==> config.mk <==
export PLATFORM = sky130hd
export DESIGN_NAME = recip_scale_flat
export DESIGN_NICKNAME = d
export VERILOG_FILES = /design/src/rtl/recip_scale_pkg.sv /design/src/rtl/recip_scale_if.sv /design/src/rtl/recip_scale_mul_sat.sv /design/src/rtl/recip_scale.sv /design/src/flat_wrapper.sv
export SDC_FILE = /design/constraint.sdc
export NUM_CORES = 1
export LEC_CHECK = 0
export BUFFER_PORTS_ARGS = -buffer_cell sky130_fd_sc_hd__clkbuf_2
export CAP_MARGIN = 15
export CORE_ASPECT_RATIO = 0.8
export CORE_MARGIN = 2
export CORE_UTILIZATION = 30
export CTS_CLUSTER_DIAMETER = 50
export DETAILED_ROUTE_END_ITERATION = 10
export PLACE_DENSITY = 0.49
export SLEW_MARGIN = 20
export SYNTH_ARGS = -nofsm -noshare
export SYNTH_HDL_FRONTEND = slang
export SYNTH_HIERARCHICAL = 1
export SYNTH_SLANG_ARGS = --single-unit
==> constraint.sdc <==
create_clock -name clk -period 12.6 [get_ports clk]
set_input_delay 1.26 -clock clk [delete_from_list [all_inputs] [get_ports clk]]
set_output_delay 1.26 -clock clk [all_outputs]
set_load 0.01 [all_outputs]
==> src/rtl/recip_scale_pkg.sv <==
// recip_scale_pkg: shared constants and types for the gain-scaling stage.
//   FRAC_W_DEF  default number of fractional gain bits
//   GAIN_ONE    unity gain (1.0) at the default FRAC_W
//   SAT_MAX/MIN signed 16-bit output clip limits
//   state_e     burst FSM states
package recip_scale_pkg;
   localparam int FRAC_W_DEF = 10;
   localparam logic [15:0] GAIN_ONE = 16'(1 << FRAC_W_DEF);
   localparam logic signed [15:0] SAT_MAX = 16'sh7fff;
   localparam logic signed [15:0] SAT_MIN = 16'sh8000;

   typedef enum logic {IDLE, ACTIVE} state_e;
endpackage

==> src/rtl/recip_scale_if.sv <==
// recip_scale_if: the three req/ack streams of the scaler.
//   t_0_*  gain token in (unsigned)
//   t_1_*  sample in (signed)
//   i_2_*  scaled sample out (signed)
// master = producer of the inputs / consumer of the output; slave = the scaler.
interface recip_scale_if;
   logic [15:0] t_0_dat;
   logic        t_0_req;
   logic        t_0_ack;
   logic [15:0] t_1_dat;
   logic        t_1_req;
   logic        t_1_ack;
   logic [15:0] i_2_dat;
   logic        i_2_req;
   logic        i_2_ack;

   modport master (output t_0_dat, t_0_req, input t_0_ack,
                   output t_1_dat, t_1_req, input t_1_ack,
                   input i_2_dat, i_2_req, output i_2_ack);
   modport slave  (input t_0_dat, t_0_req, output t_0_ack,
                   input t_1_dat, t_1_req, output t_1_ack,
                   output i_2_dat, i_2_req, input i_2_ack);
endinterface

==> src/rtl/recip_scale_mul_sat.sv <==
// recip_scale_mul_sat: combinational arithmetic for both pipeline stages.
//   sample, gain -> prod     signed 16 x unsigned 16 product, 33 bits (feeds stage 1)
//   prod_in      -> res, sat round half toward +inf, shift by FRAC_W, clip to
//                            16-bit signed; sat flags a clipped result (feeds stage 2)
module recip_scale_mul_sat
   import recip_scale_pkg::*;
#(
   parameter int FRAC_W = FRAC_W_DEF
) (
   input  logic signed [15:0] sample,
   input  logic        [15:0] gain,
   output logic signed [32:0] prod,
   input  logic signed [32:0] prod_in,
   output logic signed [15:0] res,
   output logic               sat
);
   localparam logic signed [33:0] HALF = 34'sd1 <<< (FRAC_W - 1);

   logic signed [32:0] s_ext;
   logic signed [32:0] g_ext;
   logic signed [33:0] sum;
   logic signed [33:0] rnd;

   // Gain is zero-extended so it is treated as positive in the signed multiply.
   assign s_ext = 33'(sample);
   assign g_ext = 33'($signed({1'b0, gain}));
   assign prod  = s_ext * g_ext;

   // One extra bit keeps the rounding add from overflowing at the extremes.
   assign sum = 34'(prod_in) + HALF;
   assign rnd = sum >>> FRAC_W;

   always_comb begin
      res = rnd[15:0];
      sat = 1'b0;
      if (rnd > 34'(SAT_MAX)) begin
         res = SAT_MAX;
         sat = 1'b1;
      end else if (rnd < 34'(SAT_MIN)) begin
         res = SAT_MIN;
         sat = 1'b1;
      end
   end
endmodule

==> src/rtl/recip_scale.sv <==
// recip_scale: accepts one gain token, then scales the next BURST_LEN signed
// samples by it (multiply, round, saturate) through a 2-stage req/ack pipeline.
//   clk, reset_n  clock, async active-low reset
//   bus           recip_scale_if.slave: gain in, sample in, scaled out
//   busy          burst active or pipeline holds data
//   sat_cnt       clipped-output count, only when RECIP_SCALE_SAT_CNT_EN is defined
module recip_scale
   import recip_scale_pkg::*;
#(
   parameter int FRAC_W    = FRAC_W_DEF,
   parameter int BURST_LEN = 64
) (
   input  logic          clk,
   input  logic          reset_n,
   recip_scale_if.slave  bus,
   output logic          busy
`ifdef RECIP_SCALE_SAT_CNT_EN
   ,
   output logic [15:0]   sat_cnt
`endif
);
   localparam logic [15:0] LAST = 16'(BURST_LEN - 1);

   state_e             state_q, state_d;
   logic        [15:0] cnt_q, cnt_d;
   logic        [15:0] gain_q, gain_d;
   logic               v1_q, v1_d;
   logic               v2_q, v2_d;
   logic signed [32:0] prod_q, prod_d;
   logic signed [15:0] out_q, out_d;

   logic               adv2, g_xfer, s_xfer, s2_load;
   logic signed [32:0] prod_mul;
   logic signed [15:0] res_mul;
   logic               sat_mul;

   recip_scale_mul_sat #(.FRAC_W(FRAC_W)) u_mul_sat (
      .sample  (bus.t_1_dat),
      .gain    (gain_q),
      .prod    (prod_mul),
      .prod_in (prod_q),
      .res     (res_mul),
      .sat     (sat_mul)
   );

   // Stage 2 can take new data when empty or when its output is leaving.
   assign adv2    = ~v2_q | bus.i_2_ack;
   assign s2_load = adv2 & v1_q;
   assign g_xfer  = bus.t_0_req & bus.t_0_ack;
   assign s_xfer  = bus.t_1_req & bus.t_1_ack;

   assign bus.t_0_ack = (state_q == IDLE);
   assign bus.t_1_ack = (state_q == ACTIVE) & (~v1_q | adv2);
   assign bus.i_2_req = v2_q;
   assign bus.i_2_dat = out_q;
   assign busy        = (state_q == ACTIVE) | v1_q | v2_q;

   always_comb begin
      state_d = state_q;
      cnt_d   = cnt_q;
      gain_d  = gain_q;
      v1_d    = v1_q;
      v2_d    = v2_q;
      prod_d  = prod_q;
      out_d   = out_q;
      case (state_q)
         IDLE: if (g_xfer) begin
            gain_d  = bus.t_0_dat;
            cnt_d   = '0;
            state_d = ACTIVE;
         end
         ACTIVE: if (s_xfer) begin
            cnt_d = cnt_q + 16'd1;
            if (cnt_q == LAST) state_d = IDLE;
         end
         default: state_d = IDLE;
      endcase
      // Stage 1 refills on a transfer, otherwise empties when stage 2 takes it.
      if (s_xfer) begin
         v1_d   = 1'b1;
         prod_d = prod_mul;
      end else if (adv2) begin
         v1_d = 1'b0;
      end
      if (adv2)    v2_d  = v1_q;
      if (s2_load) out_d = res_mul;
   end

   always_ff @(posedge clk or negedge reset_n) begin
      if (!reset_n) begin
         state_q <= IDLE;
         cnt_q   <= '0;
         gain_q  <= '0;
         v1_q    <= 1'b0;
         v2_q    <= 1'b0;
         prod_q  <= '0;
         out_q   <= '0;
      end else begin
         state_q <= state_d;
         cnt_q   <= cnt_d;
         gain_q  <= gain_d;
         v1_q    <= v1_d;
         v2_q    <= v2_d;
         prod_q  <= prod_d;
         out_q   <= out_d;
      end
   end

`ifdef RECIP_SCALE_SAT_CNT_EN
   logic [15:0] sat_cnt_q, sat_cnt_d;

   // Clear wins over a same-cycle clip from the previous burst's tail.
   always_comb begin
      sat_cnt_d = sat_cnt_q;
      if (g_xfer)
         sat_cnt_d = '0;
      else if (s2_load && sat_mul && sat_cnt_q != 16'hffff)
         sat_cnt_d = sat_cnt_q + 16'd1;
   end

   always_ff @(posedge clk or negedge reset_n) begin
      if (!reset_n) sat_cnt_q <= '0;
      else          sat_cnt_q <= sat_cnt_d;
   end

   assign sat_cnt = sat_cnt_q;
`endif
endmodule

==> src/flat_wrapper.sv <==
// flat-port wrapper written by rule: the top's interface ports become plain ports
module recip_scale_flat import recip_scale_pkg::*;
#(
   parameter int FRAC_W    = FRAC_W_DEF,
   parameter int BURST_LEN = 64
)
  (clk, reset_n, busy, bus_t_0_dat, bus_t_0_req, bus_t_0_ack, bus_t_1_dat, bus_t_1_req, bus_t_1_ack, bus_i_2_dat, bus_i_2_req, bus_i_2_ack);
  recip_scale_if bus_i ();
  input  logic clk;
  input  logic reset_n;
  output logic busy;
  input wire logic [$bits(bus_i.t_0_dat)-1:0] bus_t_0_dat;
  input wire logic [$bits(bus_i.t_0_req)-1:0] bus_t_0_req;
  output wire logic [$bits(bus_i.t_0_ack)-1:0] bus_t_0_ack;
  input wire logic [$bits(bus_i.t_1_dat)-1:0] bus_t_1_dat;
  input wire logic [$bits(bus_i.t_1_req)-1:0] bus_t_1_req;
  output wire logic [$bits(bus_i.t_1_ack)-1:0] bus_t_1_ack;
  output wire logic [$bits(bus_i.i_2_dat)-1:0] bus_i_2_dat;
  output wire logic [$bits(bus_i.i_2_req)-1:0] bus_i_2_req;
  input wire logic [$bits(bus_i.i_2_ack)-1:0] bus_i_2_ack;
  assign bus_i.t_0_dat = bus_t_0_dat;
  assign bus_i.t_0_req = bus_t_0_req;
  assign bus_t_0_ack = bus_i.t_0_ack;
  assign bus_i.t_1_dat = bus_t_1_dat;
  assign bus_i.t_1_req = bus_t_1_req;
  assign bus_t_1_ack = bus_i.t_1_ack;
  assign bus_i_2_dat = bus_i.i_2_dat;
  assign bus_i_2_req = bus_i.i_2_req;
  assign bus_i.i_2_ack = bus_i_2_ack;
  recip_scale #(.FRAC_W(FRAC_W), .BURST_LEN(BURST_LEN)) u_core (.clk(clk), .reset_n(reset_n), .bus(bus_i), .busy(busy));
endmodule
==> results.sh, run 1 <==
export IMPL_outcome="completed"
export IMPL_path_clk_slew_ps=60
export IMPL_core_area_mm2=0.0416
export IMPL_clkSinkCount=75
export IMPL_start_kind="input port"
export IMPL_clkLatencyLatePin_ps=340
export IMPL_portBuffers=56
export IMPL_crit_end="u_core/prod_q[31]$_DFFE_PN0P_"
export IMPL_dieArea_mm2=0.0435
export IMPL_slew_headroom_pct=39.2
export IMPL_drv_cap=0
export IMPL_slowest_delay_ps=560
export IMPL_required_ps=12830
export IMPL_vias_per_cell=4.67
export IMPL_worstPathMaxFanout=11
export IMPL_num_rows=67
export IMPL_cts_tree="built"
export IMPL_setup_viol_count_final=0
export IMPL_clock_path_buffers=2
export IMPL_dp_hpwl_um=24100
export IMPL_grt_usage_pct=14.6
export IMPL_hp_class="flop to flop"
export IMPL_drive_above_1_share_pct=10.0
export IMPL_globalplace_congestion=0.781
export IMPL_met3_usage_pct=1.77
export IMPL_area_growth_pct=8.93
export IMPL_finalCriticalPeriod_ps=7350
export IMPL_grt_busiest_layer="met2"
export IMPL_crit_path_start="bus_t_1_dat[15]"
export IMPL_gr_total_overflow=0
export IMPL_ios=57
export IMPL_path_depth=21
export IMPL_hold_ws_ps=509
export IMPL_grt_pass1_wl_um=50800
export IMPL_grt_max_degree=76
export IMPL_drv_slew=0
export IMPL_finalCritPeriodShare_pct=58.3
export IMPL_synth_warnings=6
export IMPL_cp_arrival_ps=7580
export IMPL_root_buffer="clkbuf_16"
export IMPL_r2r_start="u_core/gain_q[5]$_DFFE_PN0P_"
export IMPL_die_width_um=233
export IMPL_fp_dieH_um=187
export IMPL_grt_use_met2_pct=24.7
export IMPL_synth_cells=1373
export IMPL_drc=0
export IMPL_crit_family="adder cells"
export IMPL_crit_chain="clkbuf_2 -> inv_1 -> nor2_1 -> fa_1 -> fa_1 -> fa_1 -> fa_1 -> fa_1 -> inv_1 -> fa_1 -> inv_1 -> ha_1 -> a21o_1 -> a21oi_1 -> o21ai_0 -> o21ai_1 -> o21ai_0 -> a311oi_1 -> o21ai_1 -> xor2_1 -> mux2_2"
export IMPL_synth_fp_nets=1728
export IMPL_fin_setup_tns_ps=0
export IMPL_syn_avg_cell_area_um2=9.15
export IMPL_r2r_end="u_core/prod_q[31]$_DFFE_PN0P_"
export IMPL_critical_path_slowest_cell="fa_1"
export IMPL_dr_pass1_iters=5
export IMPL_cts_setup_buffers=0
export IMPL_finish_utilization_pct=32.9
export IMPL_cp_end_kind="flop"
export IMPL_cts_max_level=3
export IMPL_skew_ps=5.69
export IMPL_synth_cell_area_mm2=0.0126
export IMPL_cts_resized=0
export IMPL_num_nets_final=1749
export IMPL_critical_path_class="input port to flop"
export IMPL_vias=9106
export IMPL_r2r_cells=21
export IMPL_tightest_slew_ps=912
export IMPL_drt_iter0_markers=408
export IMPL_cts_buffers=9
export IMPL_rsz0062_at_grt="no"
export IMPL_routedWlPerCell_um=15.3
export IMPL_met1_usage_pct=20.4
export IMPL_max_freq_mhz=136
export IMPL_rrSetupSlack_ps=5610
export IMPL_initial_utilization_pct=30.2
export IMPL_hold_buffers=0
export IMPL_wl_um=29800
export IMPL_antenna_found_initial=2
export IMPL_final_hold_viol_count=0
export IMPL_crit_top_cell="fa_1"
export IMPL_final_antenna_net_count=0
export IMPL_grt_pass1_vias=9854
export IMPL_path_buf_inv=4
## per-layer routing
layer  vias up  wire [um]
met3        15        855
li1       4359          -
met2       113      14400
met4         0        212
met5         -          0
met1      4619      14300
## registers in the layout, summed over array words and instances (netlist names)
register / flops
u_core/bus.i_2_req: 1
u_core/bus.i_2_dat: 16
u_core/gain_q: 16
u_core/state_q: 1
u_core/prod_q: 24
u_core/v1_q: 1
u_core/cnt_q: 16
## worst min path at each step
stage | endpoint | from | cells after the start
final | u_core/bus.i_2_dat[0]$_DFFE_PN0P_ | u_core/bus.i_2_dat[0]$_DFFE_PN0P_ | 1
after global routing | u_core/bus.i_2_dat[0]$_DFFE_PN0P_ | u_core/bus.i_2_dat[0]$_DFFE_PN0P_ | 1
after CTS | u_core/bus.i_2_dat[1]$_DFFE_PN0P_ | u_core/bus.i_2_dat[1]$_DFFE_PN0P_ | 1
after detailed placement | u_core/bus.i_2_dat[1]$_DFFE_PN0P_ | u_core/bus.i_2_dat[1]$_DFFE_PN0P_ | 1
after global placement | u_core/bus.i_2_dat[10]$_DFFE_PN0P_ | u_core/bus.i_2_dat[10]$_DFFE_PN0P_ | 1
after floorplan | u_core/cnt_q[12]$_DFFE_PN0P_ | u_core/cnt_q[12]$_DFFE_PN0P_ | 1
## through the flow
step,cell area [um2],setup slack [ps],instances
after detailed placement,13400,4930,1935
after floorplan,12600,5560,1373
after global placement,13400,5040,1935
after CTS,13700,5290,1950
after global routing,13700,4930,1950
final,13700,5250,1951
## worst reg2reg max path: stages, from the launching register on
cell	delay [ps]
dfrtp_1	900
nand2_1	200
fa_1	560
inv_1	50
fa_1	500
inv_1	50
fa_1	470
inv_1	50
fa_1	520
fa_1	550
inv_1	50
fa_1	520
inv_1	40
ha_1	360
a211oi_1	320
o21ai_0	180
o21ai_1	230
o21ai_0	230
a311oi_1	540
o21ai_1	130
xor2_1	150
mux2_2	260
## area by class of cell
class                   instances  area, um2
diodes                          1       2.50
clock buffers                  11        253
clock inverters                 4       73.8
fillers                      4392      27900
inverters                     253        950
multi-input cells             995       9520
flip-flops and latches         75       1880
well taps                     552        691
repair buffers                 60        317
## cell usage in the layout (no fill, tap or decap), types with 4 or more instances in the layout
cell         n
a21o_1       7
a21oi_1     32
a31oi_1      7
and2_1     120
buf_4        4
clkbuf_16    9
clkbuf_2    55
dfrtp_1     75
fa_1       194
ha_1       124
inv_1      253
mux2_2      40
nand2_1    201
nand2b_1    16
nand3_1     21
nand4_1     16
nor2_1      36
nor2b_1      7
nor3_1       9
o211ai_1     9
o21a_1       4
o21ai_0     18
o21ai_2     10
o22ai_1      8
o31ai_1      6
or3_1        5
or4_1        6
xnor2_1     28
xor2_1      18
Power of run 1 is left out: the tool's default activity adds up to more than one toggle a clock period on the data nets, which glitch-free logic cannot reach.
==> inputs of run 2 (changes only) <==
Settings changed: ABC_AREA set to 1.
Clock period 12.6 ns to 7.05 ns, I/O delays scaled along.
==> run 2 against run 1 <==
Effect of this change:
- non-clock buffer count is 8 higher
- cell count is 19% higher
- highest routed layer unchanged
- clock-buffer cell count is 2 lower
==> results.sh, run 2 <==
export IMPL_path_clk_slew_ps=70
export IMPL_cts_max_level=3
export IMPL_crit_top_cell="nand2_1"
export IMPL_layout_common_cells="nand2_1, inv_1, fa_1, ha_1, nor2_1"
export IMPL_finalCritPeriodShare_pct=88.6
export IMPL_regMostFlops="u_core/prod_q"
export IMPL_final_hold_viol_count=0
export IMPL_final_antenna_net_count=0
export IMPL_root_buffer="clkbuf_16"
export IMPL_critical_path_slowest_cell="dfrtp_1"
export IMPL_path_buf_inv=6
export IMPL_cts_resized=0
export IMPL_hp_class="input port to async pin"
export IMPL_slew_headroom_pct=38.6
export IMPL_slowest_delay_ps=890
export IMPL_layout_commonest_cell="nand2_1"
export IMPL_crit_family="adder cells"
export IMPL_portBuffers=56
export IMPL_num_rows=68
export IMPL_fp_dieH_um=192
export IMPL_rsz0062_at_grt="no"
export IMPL_drc=0
export IMPL_globalplace_congestion=0.911
export IMPL_vias=10568
export IMPL_synth_fp_nets=2113
export IMPL_rrSetupSlack_ps=800
export IMPL_antenna_found_initial=0
export IMPL_num_nets_final=2118
export IMPL_syn_avg_cell_area_um2=7.53
export IMPL_synth_cell_area_mm2=0.0132
export IMPL_grt_usage_pct=17.2
export IMPL_dp_hpwl_um=29700
export IMPL_critical_path_class="flop to flop"
export IMPL_drt_iter0_markers=670
export IMPL_grt_pass1_wl_um=60700
export IMPL_start_kind="flop"
export IMPL_routedWlPerCell_um=15.7
export IMPL_finalCriticalPeriod_ps=6250
export IMPL_dieArea_mm2=0.0459
export IMPL_initial_utilization_pct=30.5
export IMPL_setup_viol_count_final=0
export IMPL_ios=57
export IMPL_grt_max_degree=43
export IMPL_vias_per_cell=4.54
export IMPL_dr_pass1_iters=5
export IMPL_crit_chain="nand2_1 -> fa_1 -> inv_1 -> fa_1 -> inv_1 -> fa_1 -> inv_1 -> fa_1 -> fa_1 -> inv_1 -> fa_1 -> inv_1 -> ha_1 -> a21oi_1 -> o21ai_0 -> inv_1 -> nand3_1 -> nand2_1 -> nand2_1 -> nand2_1 -> nand2_1 -> xor2_1 -> nand2_1 -> nand2_1"
export IMPL_outcome="completed"
export IMPL_wl_um=36400
export IMPL_diodes=0
export IMPL_tightest_slew_ps=919
export IMPL_cts_buffers=9
export IMPL_cts_setup_buffers=0
export IMPL_worstPathMaxFanout=17
export IMPL_hold_buffers=0
export IMPL_core_area_mm2=0.0434
export IMPL_cp_arrival_ps=6510
export IMPL_drv_cap=0
export IMPL_cp_end_kind="flop"
export IMPL_required_ps=7310
export IMPL_clkSinkCount=75
export IMPL_largest_reg_flops=24
export IMPL_clkLatencyLatePin_ps=380
export IMPL_clock_path_buffers=2
export IMPL_area_growth_pct=7.72
export IMPL_cts_tree="built"
export IMPL_synth_cells=1758
export IMPL_grt_pass1_vias=11264
export IMPL_gr_total_overflow=0
export IMPL_synth_warnings=6
export IMPL_skew_ps=15.8
export IMPL_max_freq_mhz=160
export IMPL_drv_slew=0
export IMPL_fin_setup_tns_ps=0
export IMPL_drive_above_1_share_pct=7.69
export IMPL_die_width_um=239
-- run 2: worst paths after layout --
kind,cells after the start,startpoint,to
setup / recovery,24,u_core/gain_q[5]$_DFFE_PN0P_,u_core/prod_q[27]$_DFFE_PN0P_
hold / removal,1,reset_n,u_core/bus.i_2_dat[12]$_DFFE_PN0P_
setup reg to reg,24,u_core/gain_q[5]$_DFFE_PN0P_,u_core/prod_q[27]$_DFFE_PN0P_
hold reg to reg,1,u_core/bus.i_2_dat[0]$_DFFE_PN0P_,u_core/bus.i_2_dat[0]$_DFFE_PN0P_
max in group asynchronous,2,reset_n,u_core/gain_q[12]$_DFFE_PN0P_
min in group clk,1,u_core/bus.i_2_dat[0]$_DFFE_PN0P_,u_core/bus.i_2_dat[0]$_DFFE_PN0P_
-- run 2: routing by layer --
metal / share of wire (%) / track usage, % / up-vias
met2: 44 / 27.4 / 193
met1: 50 / 24.2 / 5199
met4: 1.6 / 4.42 / 0
met3: 4.2 / 2.63 / 29
met5: 0 / 0 / -
li1: - / - / 5147
-- run 2: worst register-to-register path: cells and delay by family, from the launching register on --
| kind | cells | cell delay [ps] |
|---|---|---|
| AOI/OAI and AO/OA | 2 | 380 |
| xor gates and xnor gates | 1 | 130 |
| adders and majority gates | 7 | 3520 |
| buffers and inverters | 6 | 380 |
| DFF | 1 | 890 |
| and+or+nand+nor | 8 | 830 |
-- run 2: cell type report --
class,instances,area (um2)
Clock inverter,7,76.3
Clock buffer,9,225
Fill cell,4691,29100
Sequential cell,75,1880
Inverter,409,1540
Timing Repair Buffer,68,373
Tap cell,560,701
Multi-Input combinational cell,1200,9480
-- run 2: metrics by stage --
step	instances	setup WS, ps	hold WS, ps	area, um2	utilization (%)
floorplan	1758	1100	409	13200	-
global placement	2312	632	495	14000	32.2
detailed placement	2312	656	496	14000	32.2
CTS	2328	772	302	14300	32.9
global route	2328	471	321	14300	32.9
finish	2328	803	297	14300	32.9
Power of run 2 is left out for the same reason.
